$ cat config.mk
export PLATFORM = sky130hd
export DESIGN_NAME = serial_magnitude_comparator
export DESIGN_NICKNAME = d
export VERILOG_FILES = /design/src/rtl/serial_magnitude_comparator.sv
export SDC_FILE = /design/constraint.sdc
export NUM_CORES = 1
export LEC_CHECK = 0
export CORE_ASPECT_RATIO = 1.1
export CORE_MARGIN = 2
export CORE_UTILIZATION = 25
export CTS_CLUSTER_DIAMETER = 200
export DETAILED_ROUTE_END_ITERATION = 6
export PLACE_DENSITY = 0.53
export SYNTH_ARGS = -nofsm -noshare
export SYNTH_HDL_FRONTEND = slang
export SYNTH_SLANG_ARGS = --single-unit
$ cat constraint.sdc
create_clock -name clk -period 1.7 [get_ports clk]
set_input_delay 0.34 -clock clk [delete_from_list [all_inputs] [get_ports clk]]
set_output_delay 0.34 -clock clk [all_outputs]
set_load 0.01 [all_outputs]
$ cat src/rtl/serial_magnitude_comparator.sv
`default_nettype none
// ============================================================================
// Module   : serial_magnitude_comparator
// Purpose  : Multi-cycle magnitude comparator. Compares two WIDTH-bit operands
//            MSB-first, DIGIT bits per clock, unsigned or two's-complement,
//            with a start/done handshake and registered one-hot gt/eq/lt.
// Ports    : clk, rst (sync, active-high)
//            start_i        - request a compare (accepted when busy_o = 0)
//            a_i, b_i       - operands, sampled on the accepting edge
//            signed_mode_i  - 1 = two's-complement compare, sampled with a/b
//            busy_o         - high while the compare is running
//            done_o         - one-cycle pulse, flags updated this cycle
//            gt_o/eq_o/lt_o - result flags, held until the next done
// Config   : define SERIAL_CMP_EARLY_EXIT_EN to finish on the first differing
//            digit (latency 2..N+1); otherwise latency is always N+1.
// Revision : 1.0 - initial release
// ============================================================================
module serial_magnitude_comparator #(
  parameter int WIDTH = 8,
  parameter int DIGIT = 2
) (
  input  logic             clk,
  input  logic             rst,
  input  logic             start_i,
  input  logic [WIDTH-1:0] a_i,
  input  logic [WIDTH-1:0] b_i,
  input  logic             signed_mode_i,
  output logic             busy_o,
  output logic             done_o,
  output logic             gt_o,
  output logic             eq_o,
  output logic             lt_o
);

  localparam int N  = WIDTH / DIGIT;
  localparam int CW = (N > 1) ? $clog2(N) : 1;

  localparam logic [CW-1:0]    LAST_CNT = CW'(N - 1);
  localparam logic [WIDTH-1:0] MSB_MASK = WIDTH'(1) << (WIDTH - 1);

  localparam logic [1:0] S_IDLE = 2'd0;
  localparam logic [1:0] S_RUN  = 2'd1;
  localparam logic [1:0] S_DONE = 2'd2;

  generate
    if (WIDTH < 1 || DIGIT < 1 || DIGIT > WIDTH || (WIDTH % DIGIT) != 0) begin : g_param_check
      $error("serial_magnitude_comparator: illegal WIDTH/DIGIT combination");
    end
  endgenerate

  logic [1:0]       state_q, state_d;
  logic [WIDTH-1:0] sa_q, sa_d;
  logic [WIDTH-1:0] sb_q, sb_d;
  logic [CW-1:0]    cnt_q, cnt_d;
  logic             decided_q, decided_d;
  logic             dir_q, dir_d;
  logic             gt_q, gt_d;
  logic             eq_q, eq_d;
  logic             lt_q, lt_d;

  logic [DIGIT-1:0] w_da;
  logic [DIGIT-1:0] w_db;
  logic             w_diff;
  logic             w_decided_nx;
  logic             w_dir_nx;
  logic             w_finish;

  // Current digit is always the top DIGIT bits; the registers shift left.
  assign w_da   = sa_q[WIDTH-1 -: DIGIT];
  assign w_db   = sb_q[WIDTH-1 -: DIGIT];
  assign w_diff = (w_da != w_db);

  // The first differing digit decides the result; later digits are ignored.
  assign w_decided_nx = decided_q | w_diff;
  assign w_dir_nx     = decided_q ? dir_q : (w_da > w_db);

`ifdef SERIAL_CMP_EARLY_EXIT_EN
  assign w_finish = (cnt_q == LAST_CNT) | w_diff;
`else
  assign w_finish = (cnt_q == LAST_CNT);
`endif

  always_comb begin
    state_d   = state_q;
    sa_d      = sa_q;
    sb_d      = sb_q;
    cnt_d     = cnt_q;
    decided_d = decided_q;
    dir_d     = dir_q;
    gt_d      = gt_q;
    eq_d      = eq_q;
    lt_d      = lt_q;

    case (state_q)
      S_IDLE, S_DONE: begin
        if (start_i) begin
          state_d   = S_RUN;
          // Flipping the sign bit maps two's-complement onto offset-binary,
          // so the serial compare below can stay purely unsigned.
          sa_d      = signed_mode_i ? (a_i ^ MSB_MASK) : a_i;
          sb_d      = signed_mode_i ? (b_i ^ MSB_MASK) : b_i;
          cnt_d     = '0;
          decided_d = 1'b0;
          dir_d     = 1'b0;
        end else if (state_q == S_DONE) begin
          state_d = S_IDLE;
        end
      end
      S_RUN: begin
        sa_d      = sa_q << DIGIT;
        sb_d      = sb_q << DIGIT;
        cnt_d     = cnt_q + CW'(1);
        decided_d = w_decided_nx;
        dir_d     = w_dir_nx;
        if (w_finish) begin
          state_d = S_DONE;
          gt_d    = w_decided_nx & w_dir_nx;
          lt_d    = w_decided_nx & ~w_dir_nx;
          eq_d    = ~w_decided_nx;
        end
      end
      default: state_d = S_IDLE;
    endcase
  end

  always_ff @(posedge clk) begin
    if (rst) begin
      state_q   <= S_IDLE;
      sa_q      <= '0;
      sb_q      <= '0;
      cnt_q     <= '0;
      decided_q <= 1'b0;
      dir_q     <= 1'b0;
      gt_q      <= 1'b0;
      eq_q      <= 1'b0;
      lt_q      <= 1'b0;
    end else begin
      state_q   <= state_d;
      sa_q      <= sa_d;
      sb_q      <= sb_d;
      cnt_q     <= cnt_d;
      decided_q <= decided_d;
      dir_q     <= dir_d;
      gt_q      <= gt_d;
      eq_q      <= eq_d;
      lt_q      <= lt_d;
    end
  end

  assign busy_o = (state_q == S_RUN);
  assign done_o = (state_q == S_DONE);
  assign gt_o   = gt_q;
  assign eq_o   = eq_q;
  assign lt_o   = lt_q;

endmodule
`default_nettype wire

==> impl_metrics.toml, run 1 <==
[sta]
holdWs_ns = 0.464
slew_headroom_pct = 71.5
fmax_ghz = 0.674
finalSetupViolCount = 0
worstMarginPinSlew_ns = 0.427
setup_ws_ns = 0.216
rsz0062_at_grt = "false"
fin_setup_tns_ns = 0
finalCriticalPeriod_ns = 1.48
hold_violations = 0
final-max-slew-violation-count = 0
skew_ns = 0.00189
fin_crit_sh_pct = 87.3

[global_routing]
antenna_found_initial = 0
overflow = 0
grt_pass1_vias = 833
grt_pass1_wl_mm = 3.65
grt_start_max_net_pins = 19
gr-usage-all-layers_pct = 9.25

[finish]
insertedDiodeCount = 0
drive_above_1_share_pct = 19.7
fin_util_pct = 33.1
fin_nets = 166
layout_commonest_cell = "dfxtp_1"
layout_common_cells = "dfxtp_1, clkdlybuf4s50_1, nand2_1"
area_delta_synth_final_pct = 26.1

[synth]
netlist-cell-type-count = 30
synth_fa_ha_area_share_pct = 3.26
synth_top_family_by_area = "compound AO/OA/AOI/OAI gates"
syn-cell-area_sq_mm = 0.00115
ys_ff_latch = 25
synth-xor-area-share_pct = 1.52
synthCells = 118
syn_area_per_cell_sq_um = 9.76
synth-simple-area-share_pct = 16.2
synth_seq_area_share_pct = 43.5
synth_ff_type = "dfxtp_1"
synth_compound_gate_area_share_pct = 26.2
postSynthNetCount = 141
ys_warn_count = 0
synthMuxAreaShare_pct = 0
synth_edf_count = 0
async_reset_ff_share_pct = 0

[routing]
via_per_inst = 4.52
num_vias = 885
drt_iter0_drc = 24
postRouteAntennaNets = 0
first_pass_iters = 4
drc = 0
drt-total-wl_mm = 2.27
wl_per_cell_um = 11.6

[clocking]
cts_tree = "built"
cts_buffers = 3
worst_skew_pair.late_latency_ns = 0.26
clock_sinks = 25
cts_setup_buffers = 0
cts_buffer_depth = 2
clock-root-buffer = "clkbuf_8"
path_clk_slew_ns = 0.08
h-tree-depth = 1

[setup_path]
cp_slowest_cell = "clkdlybuf4s50_1"
cp_max_fo = 2
critPathMaxStageDelay_ns = 0.53
r2r_start = "state_q[1]"
worst_setup_path_end_kind = "output pin"
worst-path-buf-inv = 1
worstPathRequired_ns = 1.36
cp-start-kind = "flip-flop"
crit_chain = "clkdlybuf4s50_1"
r2r_cells = 6
rrSetupSlack_ns = 0.24
arrival_ns = 1.14
critPathKind = "reg2out"
reg2reg_to = "sa_q[2]"
crit_family = "buffers and inverters"

[die]
die-height_um = 75.2
fp.coreArea_sq_mm = 0.00438
rows = 25
io_pins = 25
fp.dieArea_sq_mm = 0.00516
die_w_um = 68.7
initial_core_util_pct = 26.3

[place]
dp_hpwl_mm = 1.64
gp_congestion = 0.732
port-buffer-count = 24
place_ws_ns = 0.0431

[min_path]
worstHoldStart = "eq_o"
min_to = "eq_o"
hold_depth = 2
hp-class = "reg2reg"

[power]
power.leakage_uw = 0.000547
power_uw = 1210
ir_drop_uv = 402
powerDensity_mw_per_mm2 = 835

[status]
status = "complete, no violations"

[run]
drv_cap = 0
## sequential cells by signal (all words and copies together) (netlist names)
name       cells
lt_o           1
eq_o           1
state_q        2
sb_q           8
sa_q           8
dir_q          1
gt_o           1
cnt_q          2
decided_q      1
## cell families (layout without fill, tap and decap cells)
kind of cell | Yosys count | in the layout
compound gates | 38 | 38
simple gates | 37 | 37
flops | 25 | 25
buf+inv | 13 | 37
fa+ha+maj | 3 | 3
xor+xnor | 2 | 2
## synthesized netlist by cell type, types with 2 or more instances
master | instances | share of area, %
a22oi_1 | 12 | 7.8
dfxtp_1 | 25 | 43
buf_6 | 3 | 2.9
nand3_1 | 2 | 0.87
a22oi_2 | 5 | 5.4
buf_12 | 2 | 3.5
a21oi_2 | 6 | 4.6
ha_1 | 3 | 3.3
a21oi_1 | 10 | 4.3
xor2_1 | 2 | 1.5
inv_1 | 4 | 1.3
nand2_1 | 15 | 4.9
nor2_1 | 12 | 3.9
## worst max path at each step
| stage | from | to | slack (ns) | depth (start not counted) |
|---|---|---|---|---|
| detailed placement | start_i | sa_q[2] | 0.04 | 5 |
| CTS | state_q[0] | done_o | 0.0009 | 2 |
| finish | gt_o | gt_o | 0.22 | 1 |
| floorplan | sb_q[7] | gt_o | 0.40 | 6 |
| global placement | start_i | sa_q[7] | 0.07 | 5 |
| global route | state_q[1] | sa_q[6] | 0.08 | 6 |
## power by group
group          internal (uW)  switching (uW)
clock                    164             183
combinational            106             118
sequential               620            21.3
## per-stage QoR
step	area, sq um	instances
detailed placement	1400	192
floorplan	1150	118
global route	1450	196
CTS	1450	196
finish	1450	196
global placement	1400	192
## worst reg2reg max path: cells and delay by family, from the launching register on
| kind | cells | cell delay, ns |
|---|---|---|
| AO/OA/AOI/OAI | 1 | 0.15 |
| buffers and inverters | 2 | 0.27 |
| flip-flops | 1 | 0.33 |
| AND/OR/NAND/NOR | 3 | 0.66 |
## metal layers
| metal | vias to the layer above | GRT usage, % | wire length [um] |
|---|---|---|---|
| met5 | - | 0 | 0 |
| met4 | 0 | 1.96 | 24 |
| met3 | 2 | 3.44 | 111 |
| met2 | 20 | 15.2 | 1080 |
| met1 | 403 | 11.6 | 1050 |
| li1 | 460 | - | - |
## cell type report
class	instances	area [sq um]
Sequential cell	25	502
Fill cell	451	2930
Clock inverter	1	5.00
Timing Repair Buffer	28	272
Tap cell	54	67.6
Multi-Input combinational cell	80	543
Clock buffer	3	41.3
Inverter	5	21.3
## what timing repair did
action                                  in CTS  in global routing
gates cloned                                 0                  0
hold buffers                                 0                  0
gates resized for setup                      2                  1
endpoints found under the setup margin       2                  1
(Power assumes the default switching activity.)
==> run 2, diff against run 1 <==
Settings changed: CTS_BUF_LIST set to sky130_fd_sc_hd__clkbuf_16.
Clock period 1.7 ns to 1.6 ns, I/O delays scaled along.
==> impl_metrics.toml, run 2 (synthesis gave the netlist of run 1 again) <==
[power]
power.leakage_uw = 0.000565
powerDensity_mw_per_mm2 = 989
ir_drop_uv = 345

[global_routing]
grt_start_max_net_pins = 19
overflow = 0
gr-usage-all-layers_pct = 11.1
antenna_found_initial = 0
grt_pass1_vias = 895
grt_pass1_wl_mm = 4.17

[die]
initial_core_util_pct = 26.3
die_w_um = 68.7
fp.dieArea_sq_mm = 0.00516
die-height_um = 75.2
rows = 25
fp.coreArea_sq_mm = 0.00438
io_pins = 25

[sta]
slew_headroom_pct = 72.4
holdWs_ns = 0.461
finalSetupViolCount = 0
worstMarginPinSlew_ns = 0.414
final-max-slew-violation-count = 0
skew_ns = 0.00445
fin_crit_sh_pct = 90.6
finalCriticalPeriod_ns = 1.45
fmax_ghz = 0.690
hold_violations = 0
rsz0062_at_grt = "false"

[finish]
fin_util_pct = 34.3
drive_above_1_share_pct = 20.7
largestRegisters = "sa_q: 8 flops, sb_q: 8 flops"
area_delta_synth_final_pct = 30.5
insertedDiodeCount = 0
layout_commonest_cell = "dfxtp_1"
layout_common_cells = "dfxtp_1, clkdlybuf4s50_1, nand2_1"
fillers = 453
fin_nets = 169

[routing]
drt_iter0_drc = 30
num_vias = 924
via_per_inst = 4.64
postRouteAntennaNets = 0
wl_per_cell_um = 12.0
drc = 0
first_pass_iters = 4
drt-total-wl_mm = 2.39

[setup_path]
arrival_ns = 1.13
critPathMaxStageDelay_ns = 0.53
worstPathRequired_ns = 1.28
critPathKind = "reg2out"
cp-start-kind = "flip-flop"
cp_max_fo = 2
cp_slowest_cell = "clkdlybuf4s50_1"
crit_chain = "clkdlybuf4s50_1"
worst_setup_path_end_kind = "output pin"
worst-path-buf-inv = 1
crit_family = "buffers and inverters"

[place]
gp_congestion = 0.699
dp_hpwl_mm = 1.76
port-buffer-count = 24

[min_path]
hp-class = "reg2reg"

[clocking]
clock-root-buffer = "clkbuf_16"
cts_tree = "built"
clock_sinks = 25
cts_buffer_depth = 2
h-tree-depth = 1
worst_skew_pair.late_latency_ns = 0.26
path_clk_slew_ns = 0.06
cts_buffers = 3

[run]
drv_cap = 0

[status]
status = "complete, no violations"
[run 2: cell count changes in the layout (fill, tap and decap cells not counted)]
| cell | before | now |
|---|---|---|
| clkinv_2 | 1 | 0 |
| buf_4 | 4 | 7 |
| inv_1 | 4 | 5 |
| dlygate4sd2_1 | 1 | 2 |
| clkbuf_16 | 0 | 3 |
| dlymetal6s2s_1 | 1 | 0 |
| clkbuf_8 | 3 | 0 |
[run 2: path summary, 6_finish.rpt]
check | from | to | slack, ns | cells after the start
setup reg to reg | state_q[1] | sb_q[5] | 0.23 | 6
hold reg to reg | eq_o | eq_o | 0.46 | 2
hold / removal | eq_o | eq_o | 0.46 | 2
setup / recovery | lt_o | lt_o | 0.15 | 1
[run 2: layer usage]
metal  global-route usage, %  vias up  wire [um]
met5                       0        -          0
met4                    7.19        0         76
met3                    2.24        5        133
met2                    16.2       31       1100
met1                    14.8      422       1080
li1                        -      466          -
[run 2: timing repair]
action | 4_1_cts | 5_1_grt
setup endpoints to repair | 2 | 0
gates resized for setup | 3 | 0
setup buffers | 0 | 0
hold buffers | 0 | 0
[run 2: cell type report]
type                       count  area (sq um)  area share, %
clock inverter                 1          3.75          0.250
multi-input combinational     80           543           36.1
sequential                    25           502           33.4
inverter                       5          21.3           1.42
tap                           54          67.6           4.50
clock buffer                   3          75.1           5.00
timing repair buffer          31           290           19.3
[run 2: power breakdown]
part / internal [uW] / total (uW) / leakage (uW) / switching (uW)
registers: 660 / 683 / 0.000205 / 23.2
clock network: 334 / 555 / 0.0000423 / 220
logic: 120 / 248 / 0.000318 / 128
[run 2: worst register-to-register path: stages, from the launching register on]
cell      delay [ns]
dfxtp_1         0.32
nand2b_4        0.16
inv_4           0.04
buf_4           0.16
nor2_4          0.36
nand2_1         0.13
a21oi_2         0.14
[run 2: stage by stage]
step                setup TNS [ns]  std cells  power (uW)  cell area (sq um)  setup WS (ns)
global placement            -0.858        195         943               1430        -0.0686
detailed placement           -1.29        195         947               1430         -0.101
CTS                              0        199        1510               1500          0.131
global route                     0        199        1560               1500         0.0490
finish                           0        199        1490               1500          0.150
floorplan                        0        118         872               1150          0.301
